===== config.mk =====
export PLATFORM = sky130hd
export DESIGN_NAME = fetch_stage_ctrl
export DESIGN_NICKNAME = d
export VERILOG_FILES = /design/src/rtl/fetch_stage_ctrl_pkg.sv /design/src/rtl/fetch_stage_ctrl_if_id_reg.sv /design/src/rtl/fetch_stage_ctrl.sv
export SDC_FILE = /design/constraint.sdc
export NUM_CORES = 1
export LEC_CHECK = 0
export BUFFER_PORTS_ARGS = -buffer_cell sky130_fd_sc_hd__buf_4
export CORE_AREA = 2 2 90 92
export CTS_BUF_LIST = sky130_fd_sc_hd__clkbuf_16
export CTS_CLUSTER_DIAMETER = 100
export DETAILED_ROUTE_END_ITERATION = 16
export DIE_AREA = 0 0 92 94
export PLACE_DENSITY = 0.75
export SLEW_MARGIN = 20
export SYNTH_ARGS = -nofsm -noshare
export SYNTH_HDL_FRONTEND = slang
export SYNTH_SLANG_ARGS = --single-unit

===== constraint.sdc =====
create_clock -name clk -period 1.8 [get_ports clk]
set_clock_uncertainty 0.1 [all_clocks]
set_input_delay 0.18 -clock clk [delete_from_list [all_inputs] [get_ports clk]]
set_output_delay 0.18 -clock clk [all_outputs]
set_load 0.01 [all_outputs]

===== src/rtl/fetch_stage_ctrl_pkg.sv =====
// Shared widths, encodings and fetch-FSM state codes for the 16-bit pipeline front end.
package fetch_stage_ctrl_pkg;

   localparam int ADDR_W  = 16;
   localparam int INSTR_W = 16;

   localparam logic [15:0] NOP_INSTR   = 16'h0000;
   localparam logic [3:0]  HALT_OPCODE = 4'hF;

   typedef logic [1:0] fetch_state_t;

   localparam fetch_state_t ST_RUN  = 2'd0;
   localparam fetch_state_t ST_MISS = 2'd1;
   localparam fetch_state_t ST_HALT = 2'd2;

endpackage


===== src/rtl/fetch_stage_ctrl_if_id_reg.sv =====
// IF/ID pipeline register: flush loads a bubble and overrides write-enable; otherwise
// the register holds when write-enable is low.
module if_id_reg #(
   parameter int                 ADDR_W    = 16,
   parameter int                 INSTR_W   = 16,
   parameter logic [INSTR_W-1:0] NOP_INSTR = '0
) (
   input  logic               clk,
   input  logic               rst,
   input  logic               we_i,
   input  logic               flush_i,
   input  logic [INSTR_W-1:0] instr_i,
   input  logic [ADDR_W-1:0]  pc_plus2_i,
   output logic [INSTR_W-1:0] instr_o,
   output logic [ADDR_W-1:0]  pc_plus2_o,
   output logic               valid_o
);

   logic [INSTR_W-1:0] instr_q, instr_d;
   logic [ADDR_W-1:0]  pc_plus2_q, pc_plus2_d;
   logic               valid_q, valid_d;

   always_comb begin
      instr_d    = instr_q;
      pc_plus2_d = pc_plus2_q;
      valid_d    = valid_q;
      if (flush_i) begin
         instr_d    = NOP_INSTR;
         pc_plus2_d = '0;
         valid_d    = 1'b0;
      end else if (we_i) begin
         instr_d    = instr_i;
         pc_plus2_d = pc_plus2_i;
         valid_d    = 1'b1;
      end
   end

   always_ff @(posedge clk or posedge rst) begin
      if (rst) begin
         instr_q    <= NOP_INSTR;
         pc_plus2_q <= '0;
         valid_q    <= 1'b0;
      end else begin
         instr_q    <= instr_d;
         pc_plus2_q <= pc_plus2_d;
         valid_q    <= valid_d;
      end
   end

   assign instr_o    = instr_q;
   assign pc_plus2_o = pc_plus2_q;
   assign valid_o    = valid_q;

endmodule


===== src/rtl/fetch_stage_ctrl.sv =====
// Fetch stage: PC register, RUN/MISS/HALT fetch FSM, miss counter and the IF/ID register.
// Priority each cycle is branch redirect, then hazard stall, then instruction-memory ready.
module fetch_stage_ctrl #(
   parameter int                 ADDR_W      = fetch_stage_ctrl_pkg::ADDR_W,
   parameter int                 INSTR_W     = fetch_stage_ctrl_pkg::INSTR_W,
   parameter logic [ADDR_W-1:0]  RESET_PC    = '0,
   parameter logic [INSTR_W-1:0] NOP_INSTR   = fetch_stage_ctrl_pkg::NOP_INSTR,
   parameter logic [3:0]         HALT_OPCODE = fetch_stage_ctrl_pkg::HALT_OPCODE
) (
   input  logic               clk,
   input  logic               rst,
   input  logic               hazard_stall,
   input  logic               branch_taken,
   input  logic [ADDR_W-1:0]  branch_target,
   output logic               imem_req,
   output logic [ADDR_W-1:0]  imem_addr,
   input  logic [INSTR_W-1:0] imem_rdata,
   input  logic               imem_ready,
   output logic [ADDR_W-1:0]  pc_out,
   output logic [INSTR_W-1:0] if_id_instr,
   output logic [ADDR_W-1:0]  if_id_pc_plus2,
   output logic               if_id_valid,
   output logic               halted,
   output logic [15:0]        miss_cnt
);

   import fetch_stage_ctrl_pkg::*;

   function automatic logic [ADDR_W-1:0] pc_inc2(input logic [ADDR_W-1:0] pc);
      return pc + ADDR_W'(2);
   endfunction

   function automatic logic [15:0] sat_inc(input logic [15:0] v);
      return (v == 16'hFFFF) ? v : v + 16'd1;
   endfunction

   logic [ADDR_W-1:0] pc_q, pc_d;
   fetch_state_t      state_q, state_d;
   logic [15:0]       miss_cnt_q, miss_cnt_d;
   logic [ADDR_W-1:0] pc_plus2;
   logic              is_halt;
   logic              ifid_we, ifid_flush;

   assign pc_plus2 = pc_inc2(pc_q);
   assign is_halt  = (imem_rdata[INSTR_W-1 -: 4] == HALT_OPCODE);

   always_comb begin
      pc_d       = pc_q;
      state_d    = state_q;
      miss_cnt_d = miss_cnt_q;
      ifid_we    = 1'b0;
      ifid_flush = 1'b0;
      if (branch_taken) begin
         // Redirect abandons any outstanding miss and cancels a speculatively fetched HLT.
         pc_d       = branch_target;
         state_d    = ST_RUN;
         ifid_flush = 1'b1;
      end else if (hazard_stall) begin
         if (state_q == ST_MISS)
            miss_cnt_d = sat_inc(miss_cnt_q);
      end else if (state_q == ST_HALT) begin
         ifid_flush = 1'b1;
      end else if (imem_ready) begin
         ifid_we = 1'b1;
         if (is_halt) begin
            state_d = ST_HALT;
         end else begin
            pc_d    = pc_plus2;
            state_d = ST_RUN;
         end
      end else begin
         ifid_flush = 1'b1;
         state_d    = ST_MISS;
         miss_cnt_d = sat_inc(miss_cnt_q);
      end
   end

   always_ff @(posedge clk or posedge rst) begin
      if (rst) begin
         pc_q       <= RESET_PC;
         state_q    <= ST_RUN;
         miss_cnt_q <= '0;
      end else begin
         pc_q       <= pc_d;
         state_q    <= state_d;
         miss_cnt_q <= miss_cnt_d;
      end
   end

   // A miss keeps requesting through a stall so the memory does not drop the access.
   assign imem_req  = !rst && ((state_q == ST_MISS) || ((state_q == ST_RUN) && !hazard_stall));
   assign imem_addr = pc_q;
   assign pc_out    = pc_q;
   assign halted    = (state_q == ST_HALT);
   assign miss_cnt  = miss_cnt_q;

   if_id_reg #(
      .ADDR_W    (ADDR_W),
      .INSTR_W   (INSTR_W),
      .NOP_INSTR (NOP_INSTR)
   ) u_if_id (
      .clk        (clk),
      .rst        (rst),
      .we_i       (ifid_we),
      .flush_i    (ifid_flush),
      .instr_i    (imem_rdata),
      .pc_plus2_i (pc_plus2),
      .instr_o    (if_id_instr),
      .pc_plus2_o (if_id_pc_plus2),
      .valid_o    (if_id_valid)
   );

endmodule


==> results.py, run 1 <==
metrics = {
    "die": {
        "core_area_mm2": 0.00761,
        "start_util_pct": 44.4,
        "die_x_um": 92,
        "rows": 32,
        "pin_count": 120,
        "dieArea_mm2": 0.00865,
        "fp.dieH_um": 94,
    },
    "synth": {
        "synth_seq_cells": 67,
        "postSynthCellCount": 316,
        "yosys-top-cells-area": "dfrtp_1 (50%), a22o_1 (5.2%), xnor2_1 (4.7%)",
        "yosysUniqueCellTypes": 57,
        "synth_edf_count": 0,
        "ys_warn_count": 0,
        "synth.yosys.seq_area_share_pct": 49.6,
        "avgSynthCellArea_um2": 10.7,
        "yosysTopAreaCell": "dfrtp_1",
        "synth_fp_nets": 355,
        "yosysMostFrequentCell": "dfrtp_1",
        "synthTopCellsByCount": "dfrtp_1 (67), nand2_1 (29), a22o_1 (20)",
        "synth_flop_cell": "dfrtp_1",
        "synth_area_mm2": 0.00338,
        "synth_top_area_share_pct": 49.6,
        "ys_async_sr_fraction_pct": 100,
    },
    "critical_path": {
        "r2r_setup_slack_ns": -0.01,
        "timing.rr.start": "miss_cnt[1]",
        "endpoint": "miss_cnt[9]",
        "r2r-end": "miss_cnt[9]",
        "cp_max_fo": 4,
        "cp.required_ns": 1.91,
        "cp.arrival_ns": 1.92,
        "worst-setup-path-type": "register to register",
        "r2r_cells": 5,
        "start_kind": "register",
        "critPathLaunch": "miss_cnt[1]",
        "cp-end-kind": "register",
    },
    "global_routing": {
        "grt_pass1_wl_um": 15100,
        "grt_start_max_net_pins": 28,
        "grt_overflow": 0,
        "groute.usage.overall_pct": 22.4,
        "grt_pass1_vias": 3101,
        "antenna_found_initial": 0,
    },
    "clock_tree": {
        "cts_buffers": 9,
        "tritoncts": "built",
        "htree_levels": 3,
        "cts.path.max_buffers": 2,
        "clk_pin_slew_ns": 0.06,
        "cts_root_buf": "clkbuf_16",
        "clkLatencyLatePin_ns": 0.33,
        "clock-sinks": 67,
    },
    "timing": {
        "max_clock_freq_mhz": 553,
        "rsz0062_at_grt": "yes",
        "fin_crit_ns": 1.81,
        "hold_viol": 0,
        "fin_crit_sh_pct": 101,
        "tns_ns": -0.00968,
        "setup_viol": 1,
        "relSlewSlack_pct": 76.0,
        "worst_slack_ns": -0.00968,
        "worst_pin_slew_ns": 0.359,
        "slew_violations": 0,
    },
    "layout": {
        "antennaDiodeCount": 0,
        "nNetsFinal": 516,
        "drive_above_1_share_pct": 45.2,
        "final_cells": 584,
        "areaGrowthSynthToFinish_pct": 51.6,
    },
    "route": {
        "routed_wirelength_um": 9460,
        "drt_iter0_drc": 160,
        "avgViaCountPerCell": 5.30,
        "dr.pass1.iters": 4,
        "wl_per_cell_um": 16.2,
        "drc_errors": 0,
        "drtAntennaViolNets": 0,
        "vias": 3097,
    },
    "outcome": {
        "violations": "negative setup slack",
        "outcome": "finished, violations left",
    },
    "power_and_ir_drop": {
        "powerDensity_mw_per_mm2": 960,
        "ir_worst_vdd_mv": 0.772,
        "power.leakage_nw": 2.43,
    },
    "worst_hold_path": {
        "hp-start": "branch_target[9]",
        "hold_path_class": "primary input to register",
    },
    "placed_design": {
        "port_buffers": 119,
        "routabilityCongestion": 0.867,
        "hpwl_um": 6470,
        "placed_cells_incl_taps": 541,
    },
    "run": {
        "cap_violations": 0,
    },
}
[power breakdown]
group	leakage, nW	total, mW	internal (mW)	switching (mW)
registers	0.873	1.82	1.66	0.160
clock network	0.145	1.78	1.09	0.689
logic	1.41	1.32	0.715	0.605
total	2.43	4.92	3.46	1.45
[registers in the layout, indices dropped and copies added, names as in the netlist]
name                count
imem_addr              16
u_if_id.valid_o         1
u_if_id.instr_o        16
state_q                 2
miss_cnt               16
u_if_id.pc_plus2_o     16
[final cells by class]
type                    count  area (µm²)
clock buffers               9         225
clock inverters             7        82.6
fillers                   588        2480
inverters                   8        33.8
multi-input cells         209        1540
flip-flops and latches     67        1680
well taps                 102         128
repair buffers            182        1440
[cell usage in the layout (no fill, tap or decap), drive strengths merged, types with 5 or more instances in the layout]
master       count
inv             10
buf            162
a22o            20
nor3             6
clkbuf           9
xor2             9
nand2           31
o22ai            7
mux2             5
xnor2           18
o21ai           21
dfrtp           67
dlygate4sd3     20
nor4             5
nand4           11
nor2            18
a21oi            9
nand3           11
[metal layers]
layer / wire length [µm] / GRT usage, %
met2: 4670 / 36.9
met4: 167 / 7.71
met3: 598 / 5.46
met1: 4030 / 28.9
met5: 0 / 0
[critical path, cell delays in order (launching register included)]
cell and delay, ns:
dfrtp_1 0.44, nand3_1 0.16, nor3b_2 0.27, and3_4 0.22, and4_4 0.22, mux2_4 0.29
[per-stage QoR]
stage	utilization, %	power, mW	instance area, µm²	worst slack, ns	hold WS [ns]
finish	67.4	4.92	5130	-0.00968	0.0289
global route	67.4	5.16	5130	-0.0473	0.0480
CTS	66.1	4.84	5030	0.0106	0.0267
detailed placement	59.3	3.00	4510	-0.00868	0.0572
global placement	59.3	2.96	4510	0.0545	0.0500
floorplan	-	2.43	3400	0.0106	0.213
[cells by family after synthesis]
kind of cell    Yosys count  share of synthesized area (%)
xor+xnor                 27                           6.99
fa+ha+maj                 2                          0.740
simple gates            100                           17.8
flops                    67                           49.6
buf+inv                  40                           6.92
mux                       7                           2.48
compound gates           73                           15.5
[timing repair]
item / in CTS / in global routing
pin swaps: 0 / 5
endpoints found under the hold margin: 53 / 0
hold buffers: 20 / 0
setup buffers: 0 / 7
setup endpoints to repair: 1 / 12
resized for setup: 1 / 8
[worst min-delay path by stage]
stage	end	slack, ns	cells past startpoint
floorplan	u_if_id.instr_o[14]	0.21	1
global placement	imem_addr[14]	0.05	2
detailed placement	u_if_id.pc_plus2_o[14]	0.06	2
CTS	imem_addr[9]	0.03	3
global route	imem_addr[9]	0.05	3
finish	imem_addr[9]	0.03	3
Power figures use the tool's default switching activity.
==> inputs of run 2 (changes only) <==
- CORE_AREA: 2 2 90 92 -> 2 2 92 94
- DIE_AREA: 0 0 92 94 -> 0 0 94 96
- PLACE_DENSITY: 0.75 -> 0.74
- SYNTH_HIERARCHICAL: unset -> 1
==> run 2 against run 1 <==
Against the previous run: the flow still finishes with violations (negative setup slack); register-to-register slack about the same; global-route usage is 3.1 points lower; critical path depth is 1 higher; sequential share of layout area hardly changed; highest routed layer unchanged.
==> results.py, run 2 <==
metrics = {
    "layout": {
        "antennaDiodeCount": 0,
        "utilization_pct": 63.7,
        "final_cell_mix": "buf_4 (158), dfrtp_1 (66), nor2_1 (45)",
        "drive_above_1_share_pct": 39.9,
        "nNetsFinal": 533,
        "areaGrowthSynthToFinish_pct": 47.0,
        "layout_commonest_cell": "buf_4",
        "fin_area_mm2": 0.00513,
    },
    "outcome": {
        "violations": "negative setup slack",
        "outcome": "finished, violations left",
    },
    "route": {
        "vias": 2909,
        "routed_wirelength_um": 8550,
        "drtAntennaViolNets": 0,
        "dr.pass1.iters": 4,
        "drc_errors": 0,
        "wl_per_cell_um": 14.2,
        "avgViaCountPerCell": 4.82,
        "drt_iter0_drc": 115,
    },
    "clock_tree": {
        "clk_pin_slew_ns": 0.05,
        "clkLatencyLatePin_ns": 0.33,
        "cts.path.max_buffers": 2,
        "htree_levels": 3,
        "tritoncts": "built",
        "cts_root_buf": "clkbuf_16",
        "cts_buffers": 9,
        "clock-sinks": 67,
    },
    "critical_path": {
        "r2r_setup_slack_ns": -0.02,
        "cp.arrival_ns": 1.93,
        "worst-setup-path-type": "register to register",
        "endpoint": "miss_cnt[1]",
        "cp-end-kind": "register",
        "cp_max_fo": 6,
        "r2r-end": "miss_cnt[1]",
        "r2r_cells": 6,
        "start_kind": "register",
        "timing.rr.start": "state_q[1]",
        "cp.required_ns": 1.91,
        "critPathLaunch": "state_q[1]",
    },
    "synth": {
        "yosysTopAreaCell": "dfrtp_1",
        "avgSynthCellArea_um2": 10.4,
        "yosys-top-cells-area": "dfrtp_1 (48%), mux2i_1 (9.5%), xnor2_1 (6.8%)",
        "yosysUniqueCellTypes": 37,
        "synth_seq_cells": 67,
        "synth_area_mm2": 0.00349,
        "ys_async_sr_fraction_pct": 100,
        "ys_warn_count": 6,
        "yosysMostFrequentCell": "dfrtp_1",
        "synth_edf_count": 0,
        "postSynthCellCount": 337,
        "synth_top_area_share_pct": 48.1,
        "synthTopCellsByCount": "dfrtp_1 (67), nor2_1 (49), mux2i_1 (33)",
        "synth_fp_nets": 376,
        "synth_flop_cell": "dfrtp_1",
        "synth.yosys.seq_area_share_pct": 48.1,
    },
    "die": {
        "pin_count": 120,
        "dieArea_mm2": 0.00902,
        "die_x_um": 94,
        "core_area_mm2": 0.00805,
        "fp.dieH_um": 96,
        "rows": 33,
        "start_util_pct": 43.3,
    },
    "power_and_ir_drop": {
        "powerDensity_mw_per_mm2": 816,
        "power.leakage_nw": 2.45,
        "ir_worst_vdd_mv": 0.618,
    },
    "timing": {
        "rsz0062_at_grt": "yes",
        "worst_slack_ns": -0.0180,
        "fin_crit_ns": 1.82,
        "setup_viol": 2,
        "holdWs_ns": 0.00789,
        "fin_crit_sh_pct": 101,
        "slew_violations": 0,
        "max_clock_freq_mhz": 550,
        "tns_ns": -0.0222,
        "hold_viol": 0,
        "relSlewSlack_pct": 69.9,
        "worst_pin_slew_ns": 0.448,
    },
    "placed_design": {
        "dp_slack_ns": -0.170,
        "placed_area_mm2": 0.00457,
        "hpwl_um": 6090,
        "routabilityCongestion": 0.809,
        "port_buffers": 119,
    },
    "run": {
        "cap_violations": 0,
    },
    "global_routing": {
        "grt_start_max_net_pins": 34,
        "grt_overflow": 0,
        "antenna_found_initial": 0,
        "groute.usage.overall_pct": 19.2,
        "grt_pass1_vias": 2870,
        "grt_pass1_wl_um": 13400,
    },
    "worst_hold_path": {
        "hold_path_class": "primary input to register",
    },
}
==> run 2: cell types whose count changed after synthesis, moves of 5 or more <==
cell,before,now
nor2_1,17,49
and3_1,0,6
xnor2_1,18,27
xor2_1,9,14
a22o_1,20,0
mux2i_1,2,33
o22ai_1,7,0
a21oi_1,8,3
o21ai_1,10,4
==> run 2: layout make-up <==
class | count | area, µm²
sequential | 67 | 1680
clock inverter | 7 | 30.0
multi-input combinational | 231 | 1620
timing repair buffer | 179 | 1420
tap | 105 | 131
fill | 659 | 2920
inverter | 6 | 22.5
clock buffer | 9 | 225
==> run 2: logic make-up after synthesis <==
family          count (synthesis)  synth area share, %
compound gates                 23                 3.62
fa+ha+maj                       2                0.717
simple gates                  129                 18.5
xor+xnor                       41                 10.3
flops                          67                 48.1
mux                            35                 10.1
buf+inv                        40                 8.68
==> run 2: worst max-delay path, cell delays in order (launching register included) <==
cell and delay [ns]:
dfrtp_1 0.42, nand2b_4 0.09, inv_2 0.03, o31a_1 0.28, buf_4 0.16, nor3_4 0.30, mux2_4 0.33
==> run 2: per-layer routing <==
metal,GRT usage [%],wire [µm],up-vias
met5,0,0,-
met4,6.88,97,0
met3,6.03,546,8
met2,32.5,4240,92
met1,23.3,3670,1378
li1,-,-,1431
==> run 2: per-stage QoR <==
step	total power [mW]	cells
after floorplan	2.20	337
after global placement	2.63	566
after detailed placement	2.65	566
after CTS	4.19	600
after global routing	4.42	604
final	4.18	604
==> run 2: power breakdown <==
group	leakage, nW	total [mW]	internal (mW)	switching [mW]
clock network	0.144	1.48	0.901	0.580
registers	0.891	1.70	1.62	0.0822
logic	1.42	1.00	0.533	0.471
==> run 2: how the worst min path moves through the flow <==
stage,startpoint,endpoint,slack (ns),depth (start not counted)
after detailed placement,rst,imem_addr[0],-0.05,2
after global routing,imem_rdata[7],u_if_id/instr_o[7],0.005,3
after CTS,imem_rdata[6],u_if_id/instr_o[6],0.005,3
final,imem_rdata[0],u_if_id/instr_o[0],0.008,3
after global placement,rst,imem_addr[0],-0.05,2
after floorplan,branch_target[14],imem_addr[14],0.20,2
==> run 2: repair_timing <==
| action | CTS | global route |
|---|---|---|
| cloned | 0 | 1 |
| buffers inserted | 0 | 3 |
| hold buffers | 18 | 0 |
| gates resized for setup | 7 | 14 |
| pin swaps | 1 | 14 |
| endpoints found under the hold margin | 84 | 0 |
| endpoints found under the setup margin | 17 | 24 |
